**config.mk**
```make
export PLATFORM = sky130hd
export DESIGN_NAME = mux_2_to_1_arbiter
export DESIGN_NICKNAME = d
export VERILOG_FILES = /design/src/rtl/mux_2_to_1_arbiter_pkg.sv /design/src/rtl/mux_2_to_1.sv /design/src/rtl/mux_2_to_1_arbiter.sv
export SDC_FILE = /design/constraint.sdc
export NUM_CORES = 1
export LEC_CHECK = 0
export CORE_MARGIN = 10
export CORE_UTILIZATION = 40
export CTS_BUF_LIST = sky130_fd_sc_hd__clkbuf_8 sky130_fd_sc_hd__clkbuf_16
export DETAILED_ROUTE_END_ITERATION = 8
export GPL_TIMING_DRIVEN = 0
export PLACE_DENSITY = 0.66
export REMOVE_ABC_BUFFERS = 1
export SYNTH_ARGS = -nofsm -noshare
export SYNTH_HDL_FRONTEND = slang
export SYNTH_HIERARCHICAL = 1
export SYNTH_SLANG_ARGS = --single-unit
```
**constraint.sdc**
```tcl
create_clock -name clk -period 3.1 [get_ports clk]
set_clock_uncertainty 0.15 [all_clocks]
set_input_delay 0.62 -clock clk [delete_from_list [all_inputs] [get_ports clk]]
set_output_delay 0.62 -clock clk [all_outputs]
set_load 0.05 [all_outputs]
```
**src/rtl/mux_2_to_1_arbiter_pkg.sv**
```systemverilog
// Shared definitions for the two-requester round-robin mux arbiter.
//   arb_state_e      : FSM state encoding (IDLE / GNT0 / GNT1)
//   REQ0, REQ1       : requester index constants
//   max_burst_legal  : legality check for the MAX_BURST parameter (1..16)
package mux_2_to_1_arbiter_pkg;

    typedef enum logic [1:0] {
        IDLE = 2'd0,
        GNT0 = 2'd1,
        GNT1 = 2'd2
    } arb_state_e;

    localparam int REQ0 = 0;
    localparam int REQ1 = 1;

    localparam int MAX_BURST_MIN = 1;
    localparam int MAX_BURST_MAX = 16;

    function automatic bit max_burst_legal(input int mb);
        return (mb >= MAX_BURST_MIN) && (mb <= MAX_BURST_MAX);
    endfunction

endpackage

```
**src/rtl/mux_2_to_1.sv**
```systemverilog
// Single-bit 2:1 multiplexer, purely combinational.
//   I   [1:0] in  : data inputs, I[0] selected when sel = 0
//   sel       in  : select
//   Y         out : selected bit
module mux_2_to_1 (
    input  logic [1:0] I,
    input  logic       sel,
    output logic       Y
);

    assign Y = sel ? I[1] : I[0];

endmodule

```
**src/rtl/mux_2_to_1_arbiter.sv**
```systemverilog
// Round-robin arbiter sharing a 2:1 single-bit mux path between two
// requesters, with burst support (hold until last, request drop, or cap).
//   clk, rst_n        : clock, asynchronous active-low reset
//   req   [1:0] in    : request per requester; one beat per cycle while granted
//   last  [1:0] in    : final beat marker, qualified by req
//   I     [1:0] in    : data bit per requester
//   gnt   [1:0] out   : one-hot registered grant, 00 when idle
//   sel         out   : mux select (1 = requester 1), holds while idle
//   Y           out   : registered selected data bit
//   y_valid     out   : Y carries a beat this cycle
//   busy        out   : a grant is active
// Optional (macro MUX_ARB_STATS_EN):
//   stats_clr   in    : synchronous clear of both beat counters
//   beats0/1 [15:0]   : saturating delivered-beat counters per requester
//
// state | meaning
// IDLE  | no grant; arbitrate on req using prio for ties
// GNT0  | requester 0 owns the path
// GNT1  | requester 1 owns the path
module mux_2_to_1_arbiter
    import mux_2_to_1_arbiter_pkg::*;
#(
    parameter  int MAX_BURST = 4,
    localparam int CNT_W     = $clog2(MAX_BURST + 1)
) (
    input  logic        clk,
    input  logic        rst_n,
    input  logic [1:0]  req,
    input  logic [1:0]  last,
    input  logic [1:0]  I,
    output logic [1:0]  gnt,
    output logic        sel,
    output logic        Y,
    output logic        y_valid,
    output logic        busy
`ifdef MUX_ARB_STATS_EN
    ,
    input  logic        stats_clr,
    output logic [15:0] beats0,
    output logic [15:0] beats1
`endif
);

    generate
        if (!max_burst_legal(MAX_BURST)) begin : g_bad_max_burst
            $error("mux_2_to_1_arbiter: MAX_BURST must be within 1..16");
        end
    endgenerate

    localparam logic [CNT_W-1:0] CNT_CAP = CNT_W'(MAX_BURST - 1);

    arb_state_e       state_q, state_d;
    logic [CNT_W-1:0] cnt_q, cnt_d;
    logic             prio_q, prio_d;
    logic             sel_q, sel_d;
    logic             y_q, y_valid_q;
    logic             cur_idx;
    logic             beat;
    logic             mux_y;

    mux_2_to_1 u_mux (
        .I   (I),
        .sel (sel_q),
        .Y   (mux_y)
    );

    always_ff @(posedge clk or negedge rst_n) begin
        if (!rst_n) begin
            state_q <= IDLE;
            cnt_q   <= '0;
            prio_q  <= 1'b0;
            sel_q   <= 1'b0;
        end else begin
            state_q <= state_d;
            cnt_q   <= cnt_d;
            prio_q  <= prio_d;
            sel_q   <= sel_d;
        end
    end

    always_comb begin
        state_d = state_q;
        cnt_d   = cnt_q;
        prio_d  = prio_q;
        cur_idx = 1'b0;
        beat    = 1'b0;
        case (state_q)
            IDLE: begin
                case (req)
                    2'b01:   state_d = GNT0;
                    2'b10:   state_d = GNT1;
                    2'b11:   state_d = prio_q ? GNT1 : GNT0;
                    default: state_d = IDLE;
                endcase
            end
            GNT0, GNT1: begin
                cur_idx = (state_q == GNT1);
                beat    = req[cur_idx];
                // A dropped request ends the burst even without a beat.
                if (!req[cur_idx] || last[cur_idx] || (cnt_q == CNT_CAP)) begin
                    prio_d = ~cur_idx;
                    cnt_d  = '0;
                    if (req[~cur_idx]) begin
                        state_d = cur_idx ? GNT0 : GNT1;
                    end else if (req[cur_idx] && !last[cur_idx]) begin
                        state_d = state_q;
                    end else begin
                        state_d = IDLE;
                    end
                end else begin
                    cnt_d = cnt_q + 1'b1;
                end
            end
            default: state_d = IDLE;
        endcase
    end

    // sel follows the granted requester and keeps its last value in IDLE,
    // so the mux input does not toggle while the path is unused.
    always_comb begin
        sel_d = sel_q;
        case (state_d)
            GNT0:    sel_d = 1'b0;
            GNT1:    sel_d = 1'b1;
            default: sel_d = sel_q;
        endcase
    end

    always_ff @(posedge clk or negedge rst_n) begin
        if (!rst_n) begin
            y_q       <= 1'b0;
            y_valid_q <= 1'b0;
        end else begin
            y_valid_q <= beat;
            if (beat) begin
                y_q <= mux_y;
            end
        end
    end

    assign gnt     = {state_q == GNT1, state_q == GNT0};
    assign busy    = (state_q != IDLE);
    assign sel     = sel_q;
    assign Y       = y_q;
    assign y_valid = y_valid_q;

`ifdef MUX_ARB_STATS_EN
    logic [15:0] beats0_q, beats1_q;
    logic        beat0, beat1;

    assign beat0 = beat && (cur_idx == 1'(REQ0));
    assign beat1 = beat && (cur_idx == 1'(REQ1));

    // Clear takes precedence over a beat in the same cycle.
    always_ff @(posedge clk or negedge rst_n) begin
        if (!rst_n) begin
            beats0_q <= '0;
            beats1_q <= '0;
        end else if (stats_clr) begin
            beats0_q <= '0;
            beats1_q <= '0;
        end else begin
            if (beat0 && (beats0_q != 16'hFFFF)) begin
                beats0_q <= beats0_q + 16'd1;
            end
            if (beat1 && (beats1_q != 16'hFFFF)) begin
                beats1_q <= beats1_q + 16'd1;
            end
        end
    end

    assign beats0 = beats0_q;
    assign beats1 = beats1_q;
`endif

endmodule

```
After elaboration in Yosys (flattened, before gate mapping)
Index checks and enable logic that the tools add are counted.
{"block": "classes", "add_sub_neg": 1, "n_lt_le_gt_ge": 2, "eq_ne": 8, "n_mux": 17, "n_bitwise": 1, "n_reduce_logical": 10}
{"cell": "$mux W2", "count": 5}
{"cell": "$eq A2 B2 Y1 const B", "count": 4}
{"cell": "$mux W1", "count": 8}
{"cell": "$eq A2 B1 Y1 const B", "count": 3}
{"cell": "$pmux W2 S3", "count": 1}
{"cell": "$lt A1 B2 Y1 const B", "count": 2}
{"cell": "$pmux W2 S2", "count": 1}
{"cell": "$reduce_bool A2 Y1", "count": 2}
{"cell": "$add A3 B1 Y3 const B", "count": 1}
{"cell": "$eq A3 B2 Y1 const B", "count": 1}
{"cell": "$mux W3", "count": 1}
{"cell": "$logic_not A1 Y1", "count": 2}
{"cell": "$logic_not A2 Y1", "count": 1}
{"cell": "$logic_or A1 B1 Y1", "count": 2}
{"cell": "$pmux W1 S2", "count": 1}
{"cell": "$reduce_and A2 Y1", "count": 1}
{"cell": "$reduce_or A2 Y1", "count": 1}
{"cell": "$logic_and A1 B1 Y1", "count": 1}
{"cell": "$not A1 Y1", "count": 1}
{"block": "word_totals", "register_bits": 9, "inputBits": 8, "output_inout_bits": 6, "word_cells": 45}

Longest topological paths before layout
Gate-level depths: netlist (run 1).
{"block": "logic_depth", "ltp_word": 11, "ltp_mapped": 7, "mapped_depth_nobuf": 7}

By module
Netlist (run 1), hierarchy kept.
{"mod": "mux_2_to_1_arbiter", "instances": 1, "cells_each": 56, "area_each_um2": 585.6, "seq_area_each_um2": 225.2}
{"mod": "mux_2_to_1", "instances": 1, "cells_each": 1, "area_each_um2": 15.0, "seq_area_each_um2": 0.0}

Least setup slack after synthesis (run 1)
Ideal clock, no wire load.
{"block": "synth_path", "kind": "register -> register", "start": "reg state_q[0]", "end": "reg sel_q (netlist: sel)", "setup_ns": 0.125, "arrival_time_ns": 2.265, "required_ns": 2.825, "setup_slack_ns": 0.560, "stages_incl_launch_ff": 8, "path_buffers": 0, "period_less_slack_ns": 2.540, "cell_sequence": "dfrtp_1 > inv_1 > ha_1 > mux2_4 > o2111ai_1 > a31o_2 > ha_1 > mux2_2"}
{"block": "synth_between", "elab_chain_cells": 11, "word_cells_on_any_way": 24, "cone_classes": "eq/ne: 4; mux: 12; reduce/logical: 8"}
{"item": "start, declared", "line_no": "mux_2_to_1_arbiter.sv:52", "rtl": "arb_state_e state_q, state_d;"}
{"item": "start signal, assigned", "line_no": "mux_2_to_1_arbiter.sv:74", "rtl": "state_q <= state_d;"}
{"item": "$eq A2 B2 Y1 (*)"}
{"item": "via gnt[1]", "line_no": "mux_2_to_1_arbiter.sv:31", "rtl": "output logic [1:0] gnt,"}
{"item": "$mux W1 (not written as such) (2 in series)", "line_no": "mux_2_to_1_arbiter.sv:100, mux_2_to_1_arbiter.sv:105"}
{"item": "$logic_not A1 Y1", "line_no": "mux_2_to_1_arbiter.sv:105", "rtl": "end else if (req[cur_idx] && !last[cur_idx]) begin"}
{"item": "$logic_and A1 B1 Y1", "line_no": "mux_2_to_1_arbiter.sv:105"}
{"item": "$mux W2", "line_no": "mux_2_to_1_arbiter.sv:105"}
{"item": "$mux W2", "line_no": "mux_2_to_1_arbiter.sv:103", "rtl": "if (req[~cur_idx]) begin"}
{"item": "$mux W2", "line_no": "mux_2_to_1_arbiter.sv:100", "rtl": "if (!req[cur_idx] || last[cur_idx] || (cnt_q == CNT_CAP)) begin"}
{"item": "$pmux W2 S2 (*)", "line_no": "mux_2_to_1_arbiter.sv:87", "rtl": "case (state_q)"}
{"item": "$eq A2 B2 Y1 / $eq A2 B1 Y1 (equally long branches)", "line_no": "mux_2_to_1_arbiter.sv:122", "rtl": "case (state_d)"}
{"item": "$pmux W1 S2 / $reduce_bool A2 Y1 (equally long branches)"}
{"item": "end signal, assigned", "line_no": "mux_2_to_1_arbiter.sv:77", "rtl": "sel_q <= sel_d;"}
{"item": "end, declared", "line_no": "mux_2_to_1_arbiter.sv:55", "rtl": "logic sel_q, sel_d;"}
Mark *: on every way through the listed nets, which the timed path passes. The rest lies on a longest branch. The select of a mux whose other input is x is not followed.
A chain may end at the register's enable or synchronous reset.

Final worst setup path (run 1)
{"block": "layout_path", "start": "reg state_q[0]", "end": "out gnt[1]"}
{"block": "layout_between", "elab_chain_cells": 1}
{"item": "$eq A2 B2 Y1", "line_no": "mux_2_to_1_arbiter.sv:141", "rtl": "assign gnt = {state_q == GNT1, state_q == GNT0};"}
{"item": "end, declared", "line_no": "mux_2_to_1_arbiter.sv:31"}
No other way between the ends.

==> impl.org, run 1 <==
** Routing
- Via-to-Cell Ratio :: 5.352
- Number of design rule violations left after detail routing :: 0
- Post-detailed-routing wire length :: 1251 µm
- The first routing iteration left 6 violations.
- First-pass detailed-route iteration total :: 4
- Routed wire per std cell :: 14.22 µm
- Once detail routing completed, the nets flagged for antenna violations numbered 0.
- Via total after detailed routing :: 471

** GRT
- Aggregate global-route resource usage :: 0.07629
- Via count of the first global-routing pass :: 458
- The initial antenna violation count is 0.
- Residual overflow from global routing :: 0
- Entering global routing, the biggest net connects 14 pins.
- The first global-routing pass estimated 2076 µm of wire.

** Floorplanning
- The die covers 0.003452 mm².
- The die is 58.75 µm wide.
- I/O Pins :: 14
- For this configuration, the core starts out at a cell density of 0.4449.
- Row generation in the floorplan step produced 13 rows.
- In this run the standard cell core region covers 0.001350 mm².
- The die is 58.75 µm tall.

** Clock tree
- In this run the number of H-tree levels came out at 1.
- Cells resized by post-CTS repair :: 0
- The tree built by TritonCTS fans out to 9 sinks.
- Clock tree root driver cell :: clkbuf_8
- In this run, CTS created clock tree buffers numbering 3.
- Clock slew at reported path FFs :: 0.04 ns
- After clock tree synthesis, the flow added hold-fix buffers numbering 0.
- The longest clock path from root to sink contains 2 buffers.
- Post-CTS Repair Setup Buffers :: 0
- At the later pin of the worst-skew pair, clock insertion delay measures 0.23 ns.
- TritonCTS built the clock tree.

** Power and ir drop
- VDD sags by at most 0.3578 mV.
- Pwr Density :: 1001 mW/mm²
- Reg power frac :: 0.242
- Leakage :: 0.3547 nW
- Logic gate share of total power :: 0.595
- Fraction of power spent switching nets :: 0.4383
- Relative contribution of the clock network to total power :: 0.163
- The internal power of the cells totals 0.4447 mW.
- The analysis attributes to net switching a power of 0.3470 mW.

** Synthesis
- Netlist area before placement :: 600.6 µm²
- Netlist cell types :: 28
- Area leader, netlist :: dfrtp_1
- A synthesized cell averages 10.54 µm².
- The share of synthesized area in the top cell type comes to 0.3750.
- Number of synthesis warnings :: 6
- Fraction of the yosys area taken by sequential cells :: 0.3750
- Yosys attributes the largest share of cell area to dfrtp_1 38%, ha_1 15%, mux2_4 7.5%.
- In this run, synthesis produced a sequential element count of 9.
- Synthesized instance count :: 57

** STA
- For the pin with the worst max-slew slack, the measured transition is 0.4993 ns.
- Of the available clock period, the critical path in the final layout requires 0.8702.
- Derived from the worst setup path, the maximum achievable clock frequency is 370.7 MHz.
- Remaining max-slew budget at the tightest pin :: 0.6661
- Final setup TNS :: 0 ns
- Fin. max-slew vios :: 0
- Setup violations remaining at the end of the flow were counted as 0.
- Minimum clock period after layout :: 2.698 ns
- RSZ-0062 raised after global routing :: false
- Count of endpoints failing hold in the final timing report :: 0

** Status
- Status :: finished, final reports clean

** Placement
- Buffers placed on the I/O ports in this run total 13.
- Routability-driven placement finished with a final weighted congestion of 0.6889.
- HPWL after detailed placement :: 987.8 µm
- Cells after DPL :: 84

** Hold path
- Source of the worst hold timing path :: Y$_DFFE_PN0P_
- In this run the worst hold path is classified as reg -> reg.

** Layout
- Layout cells sized above 1 :: 0.1233
- Counting the fill cells in the layout gives 111.
- Number of nets in the layout :: 89
- Diode insertion count for antenna repair :: 0
- Synth-to-Final Area Change :: 31.67%
- Cell Count, Final, Fillers Out :: 88

** Critical path
- Highest fanout seen on the critical path :: 9
- Data arrival at the endpoint of the critical path :: 1.93 ns
- CP startpoint :: state_q[0]$_DFF_PN0_
- STA puts the critical path data required time at 2.33 ns.
- The worst register-to-register path begins at cnt_q[0]$_DFFE_PN0N_.
- STA classifies the critical path startpoint as a flip-flop.
- Setup slack on the worst reg-to-reg path comes out at 0.62 ns.
- The critical path is of the reg -> out type.
- Category of the worst setup path capture point :: output pin

** Job
- The tool flagged a number of max-cap violations equal to 0.
-- layout make-up --
class                   count  area (µm²)  share of cell area
clock buffers               3       41.29             0.05222
clock inverters             1       3.754            0.004747
inverters                   7       26.28             0.03323
multi-input cells          40       345.3              0.4367
flip-flops and latches      9       225.2              0.2848
well taps                  15       18.77             0.02373
repair buffers             13       130.1              0.1646
-- power groups by stage --
stage | clock network (mW) | registers (mW) | logic [mW]
after floorplan | 0 | 0.242 | 0.300
after global placement | 0 | 0.191 | 0.469
after detailed placement | 0 | 0.194 | 0.473
after CTS | 0.135 | 0.192 | 0.474
after global routing | 0.143 | 0.196 | 0.515
final | 0.129 | 0.192 | 0.471
-- cell usage after synthesis (all sizes together) --
library cell and instances:
dfrtp 9, ha 7, inv 7, mux2 4, nand2b 4, a31oi 2, nand2 2, o22ai 2
or3b 2, a211oi 1, a21boi 1, a21o 1, a21oi 1, a311o 1, a31o 1, a32oi 1
and2 1, and3 1, clkbuf 1, nand3 1, nand3b 1, nor2b 1, o2111ai 1, o211ai 1
o21ai 1, o31ai 1, o32ai 1
-- sequential cells by signal, indices dropped and copies added, names as in the netlist --
register and flops:
state_q 2, sel 1, Y 1, cnt_q 3, prio_q 1, y_valid 1
-- per-stage QoR --
stage	utilization	setup slack, ns	hold slack, ns	area, µm²	power (mW)
2_1_floorplan	-	0.5606	0.1744	596.8	0.5414
3_3_place_gp	0.5524	0.2513	0.3466	745.7	0.6600
3_5_place_dp	0.5524	0.2509	0.3522	745.7	0.6669
4_1_cts	0.5857	0.3753	0.3615	790.8	0.8015
5_1_grt	0.5857	0.3236	0.3781	790.8	0.8533
6_report	0.5857	0.4023	0.3584	790.8	0.7917
-- cell usage in the layout, fill, tap and decap left out --
cell	synthesis	layout
a21boi_0	1	1
a32oi_1	1	1
o211ai_1	1	1
and2_4	1	1
inv_1	7	8
nor2b_1	1	1
and3_1	1	1
clkbuf_8	0	3
o22ai_1	2	2
dfrtp_1	9	9
a211oi_1	1	1
o31ai_1	1	1
a21oi_1	1	1
o2111ai_1	1	1
a21o_1	1	1
o21ai_1	1	1
a31oi_1	2	2
nand3b_1	1	1
a311o_1	1	1
a31o_2	1	1
mux2_2	1	1
nand2b_1	4	4
nand3_1	1	1
or3b_1	2	2
mux2_4	3	3
nand2_1	2	2
o32ai_1	1	1
clkdlybuf4s50_1	0	13
ha_1	7	7
-- routing by layer --
metal	vias up	routed length, µm	track usage
li1	245	-	-
met1	214	555	0.08537
met2	12	610	0.1201
met3	0	85	0.04506
met4	0	0	0.01967
met5	-	0	0
-- logic make-up (layout without fill, tap and decap cells) --
kind of cell,Yosys count,in the layout,synth area share
and+or+nand+nor,13,13,0.1396
buffers and inverters,8,24,0.05000
DFF,9,9,0.3750
AOI/OAI and AO/OA,16,16,0.1958
muxes,4,4,0.09374
adders and majority gates,7,7,0.1458
-- path summary, 6_finish.rpt --
| kind | end | cells past startpoint |
|---|---|---|
| max | gnt[1] | 3 |
| max reg2reg | sel$_DFFE_PN0P_ | 7 |
| min reg2reg | Y$_DFFE_PN0P_ | 1 |
| min | Y$_DFFE_PN0P_ | 1 |
| max in group asynchronous | y_valid$_DFF_PN0_ | 1 |
| min in group asynchronous | state_q[0]$_DFF_PN0_ | 1 |
-- critical path, stage by stage (launching register included) --
cell	delay, ns
dfrtp_1	0.41
inv_1	0.09
ha_1	0.33
clkdlybuf4s50_1	0.87
Power figures use the tool's default switching activity.
==> inputs of run 2 (changes only) <==
CORE_MARGIN = unset   (was 10)
==> run 2 against run 1 <==
  * Register-to-register slack worse by 0.05 ns
  * Total power up 0.49%
  * Cell count unchanged
  * Sequential share of layout area unchanged
  * Setup slack worse by 0.0093 ns
  * Cell area unchanged
  * Maximum frequency down 0.34%
  * Via count up 0.42%
==> impl.org, run 2 (synthesis results as in run 1) <==
** Routing
- Summed over all layers, the routed wires come to 1140 µm.
- Routed wire per std cell :: 12.95 µm
- After detailed routing, the number of vias per cell comes to 5.375.
- Via total after detailed routing :: 473
- Top routing layer in use :: met3
- Number of design rule violations left after detail routing :: 0
- Detailed-routed wire length on met3 :: 53 µm
- First-pass detailed-route iteration total :: 4
- In this run the remaining antenna-violating nets after routing total 0.
- Metal-1 WL :: 551 µm
- Violation count after the first detailed-route iteration :: 13
- The routed design uses 535 µm of met2 wire.

** Clock tree
- Buffers inserted during clock tree synthesis total 3.
- Post-CTS Repair Setup Buffers :: 0
- TritonCTS built the clock tree.
- CTS hold repair buffers :: 0
- Clock insertion delay at the later pin of the skew report :: 0.23 ns
- In this run, post-CTS repair resized a total of 0 instances.
- Counting every sink on the clock net gives 9.
- CTS H-Tree Depth :: 1
- The longest clock path from root to sink contains 2 buffers.
- After clock tree synthesis, the clock-pin slew on the worst setup and hold paths is 0.04 ns.
- Clock tree root driver cell :: clkbuf_8

** Job
- The tool flagged a number of max-cap violations equal to 0.

** Floorplanning
- I/O Pins :: 14
- Die area :: 0.001661 mm²
- Die extent in x :: 40.75 µm
- Number of rows created at floorplan :: 13
- The floorplan step set the die height to 40.75 µm.
- In this run the standard cell core region covers 0.001350 mm².
- The initial utilization of the core area, before any placement, comes to 0.4449.

** Power and ir drop
- Across the VDD grid, the largest voltage drop is 0.6032 mV.
- In this run the static leakage power is 0.3547 nW.
- Dividing total power by cell area gives a power density of 1006 mW/mm².

** Critical path
- Critical Path Max Stage Delay :: 0.87 ns
- Gate family responsible for the most delay along the worst path :: buffers and inverters
- STA classifies the critical path endpoint as an output pin.
- For the worst setup path, the data arrival time is 1.94 ns.
- Highest fanout seen on the critical path :: 9
- Worst path buffer plus inverter count :: 2
- Startpoint Class :: flip-flop
- Critical path start-end classification :: reg -> out
- CP max-delay cell :: clkdlybuf4s50_1
- Ordered cell list for the critical path :: inv_1 -> ha_1 -> clkdlybuf4s50_1
- For the worst setup path, the data required time is 2.33 ns.

** Status
- The run finished with clean final reports.

** STA
- Minimum clock period after layout :: 2.707 ns
- RSZ-0062 raised after global routing :: false
- The number of endpoints with negative hold slack in the final report came to 0.
- Setup violations remaining at the end of the flow were counted as 0.
- Adding up every negative setup slack in the final design gives 0 ns.
- Highest clock frequency the design can meet :: 369.4 MHz
- The final number of max-transition violations is 0.
- Share of the clock period used by the worst path after layout :: 0.8732
- Slew at the pin closest to its max-slew limit :: 0.4973 ns
- Remaining max-slew budget at the tightest pin :: 0.6674

** Placement
- Port Buf Inserts :: 13
- Final estimated routing congestion in global placement :: 0.7512
- Cells after DPL :: 84
- HPWL after detailed placement :: 875.9 µm

** Layout
- Number of nets in the layout :: 89
- Top register by number of flip-flops :: cnt_q
- The repair_antennas step left the layout with diodes totalling 0.
- Synth-to-Final Area Change :: 31.67%
- Cell Count, Final, Fillers Out :: 88
- Leading registers by flop count :: cnt_q: 3 flops, state_q: 2 flops
- Layout cells sized above 1 :: 0.1233
- The top cell types in the final layout, fill and taps aside, are 13 x clkdlybuf4s50_1, 9 x dfrtp_1, 8 x inv_1.
- Max FFs per register :: 3
- The library cell used most frequently in the layout, excluding fill and tap cells, is clkdlybuf4s50_1.

** GRT
- Entering global routing, the biggest net connects 14 pins.
- The initial antenna violation count was 0.
- Via count of the first global-routing pass :: 419
- First-pass GRT wire length :: 1814 µm
- Aggregate global-route resource usage :: 0.1727
- Residual overflow from global routing :: 0

** Hold path
- Worst min path class :: reg -> reg
run 2: stage by stage:
stage	hold WS, ns	instance area (µm²)	worst slack (ns)	total power [mW]	util
after floorplan	0.1744	596.8	0.5606	0.5414	-
after global placement	0.3469	745.7	0.2458	0.6573	0.5524
after detailed placement	0.3564	745.7	0.2186	0.6647	0.5524
after CTS	0.3662	790.8	0.3934	0.8010	0.5857
after global routing	0.3845	790.8	0.2821	0.8566	0.5857
final	0.3671	790.8	0.3930	0.7956	0.5857
run 2: final cells by class:
type,instances,area [µm²]
inverters,7,26.28
fillers,113,559.3
flip-flops and latches,9,225.2
multi-input cells,40,345.3
clock buffers,3,41.29
repair buffers,13,130.1
clock inverters,1,3.754
well taps,15,18.77
run 2: path summary, 6_finish.rpt:
check,from,to,slack (ns),cells past startpoint
max,state_q[0]$_DFF_PN0_,gnt[1],0.39,3
min,Y$_DFFE_PN0P_,Y$_DFFE_PN0P_,0.37,1
max reg2reg,cnt_q[0]$_DFFE_PN0N_,sel$_DFFE_PN0P_,0.57,7
min reg2reg,Y$_DFFE_PN0P_,Y$_DFFE_PN0P_,0.37,1
max in group asynchronous,rst_n,cnt_q[0]$_DFFE_PN0N_,1.99,1
min in group asynchronous,rst_n,state_q[0]$_DFF_PN0_,0.53,1
run 2: metal layers:
layer | vias to the layer above | GRT usage
met5 | - | 0
met4 | 0 | 0.02500
met3 | 0 | 0.08152
met2 | 10 | 0.2817
met1 | 221 | 0.2100
li1 | 242 | -
run 2: power breakdown:
| part | total (mW) | internal, mW | switching, mW |
|---|---|---|---|
| Combinational | 0.471 | 0.197 | 0.274 |
| Clock | 0.132 | 0.0862 | 0.0455 |
| Sequential | 0.193 | 0.162 | 0.0306 |
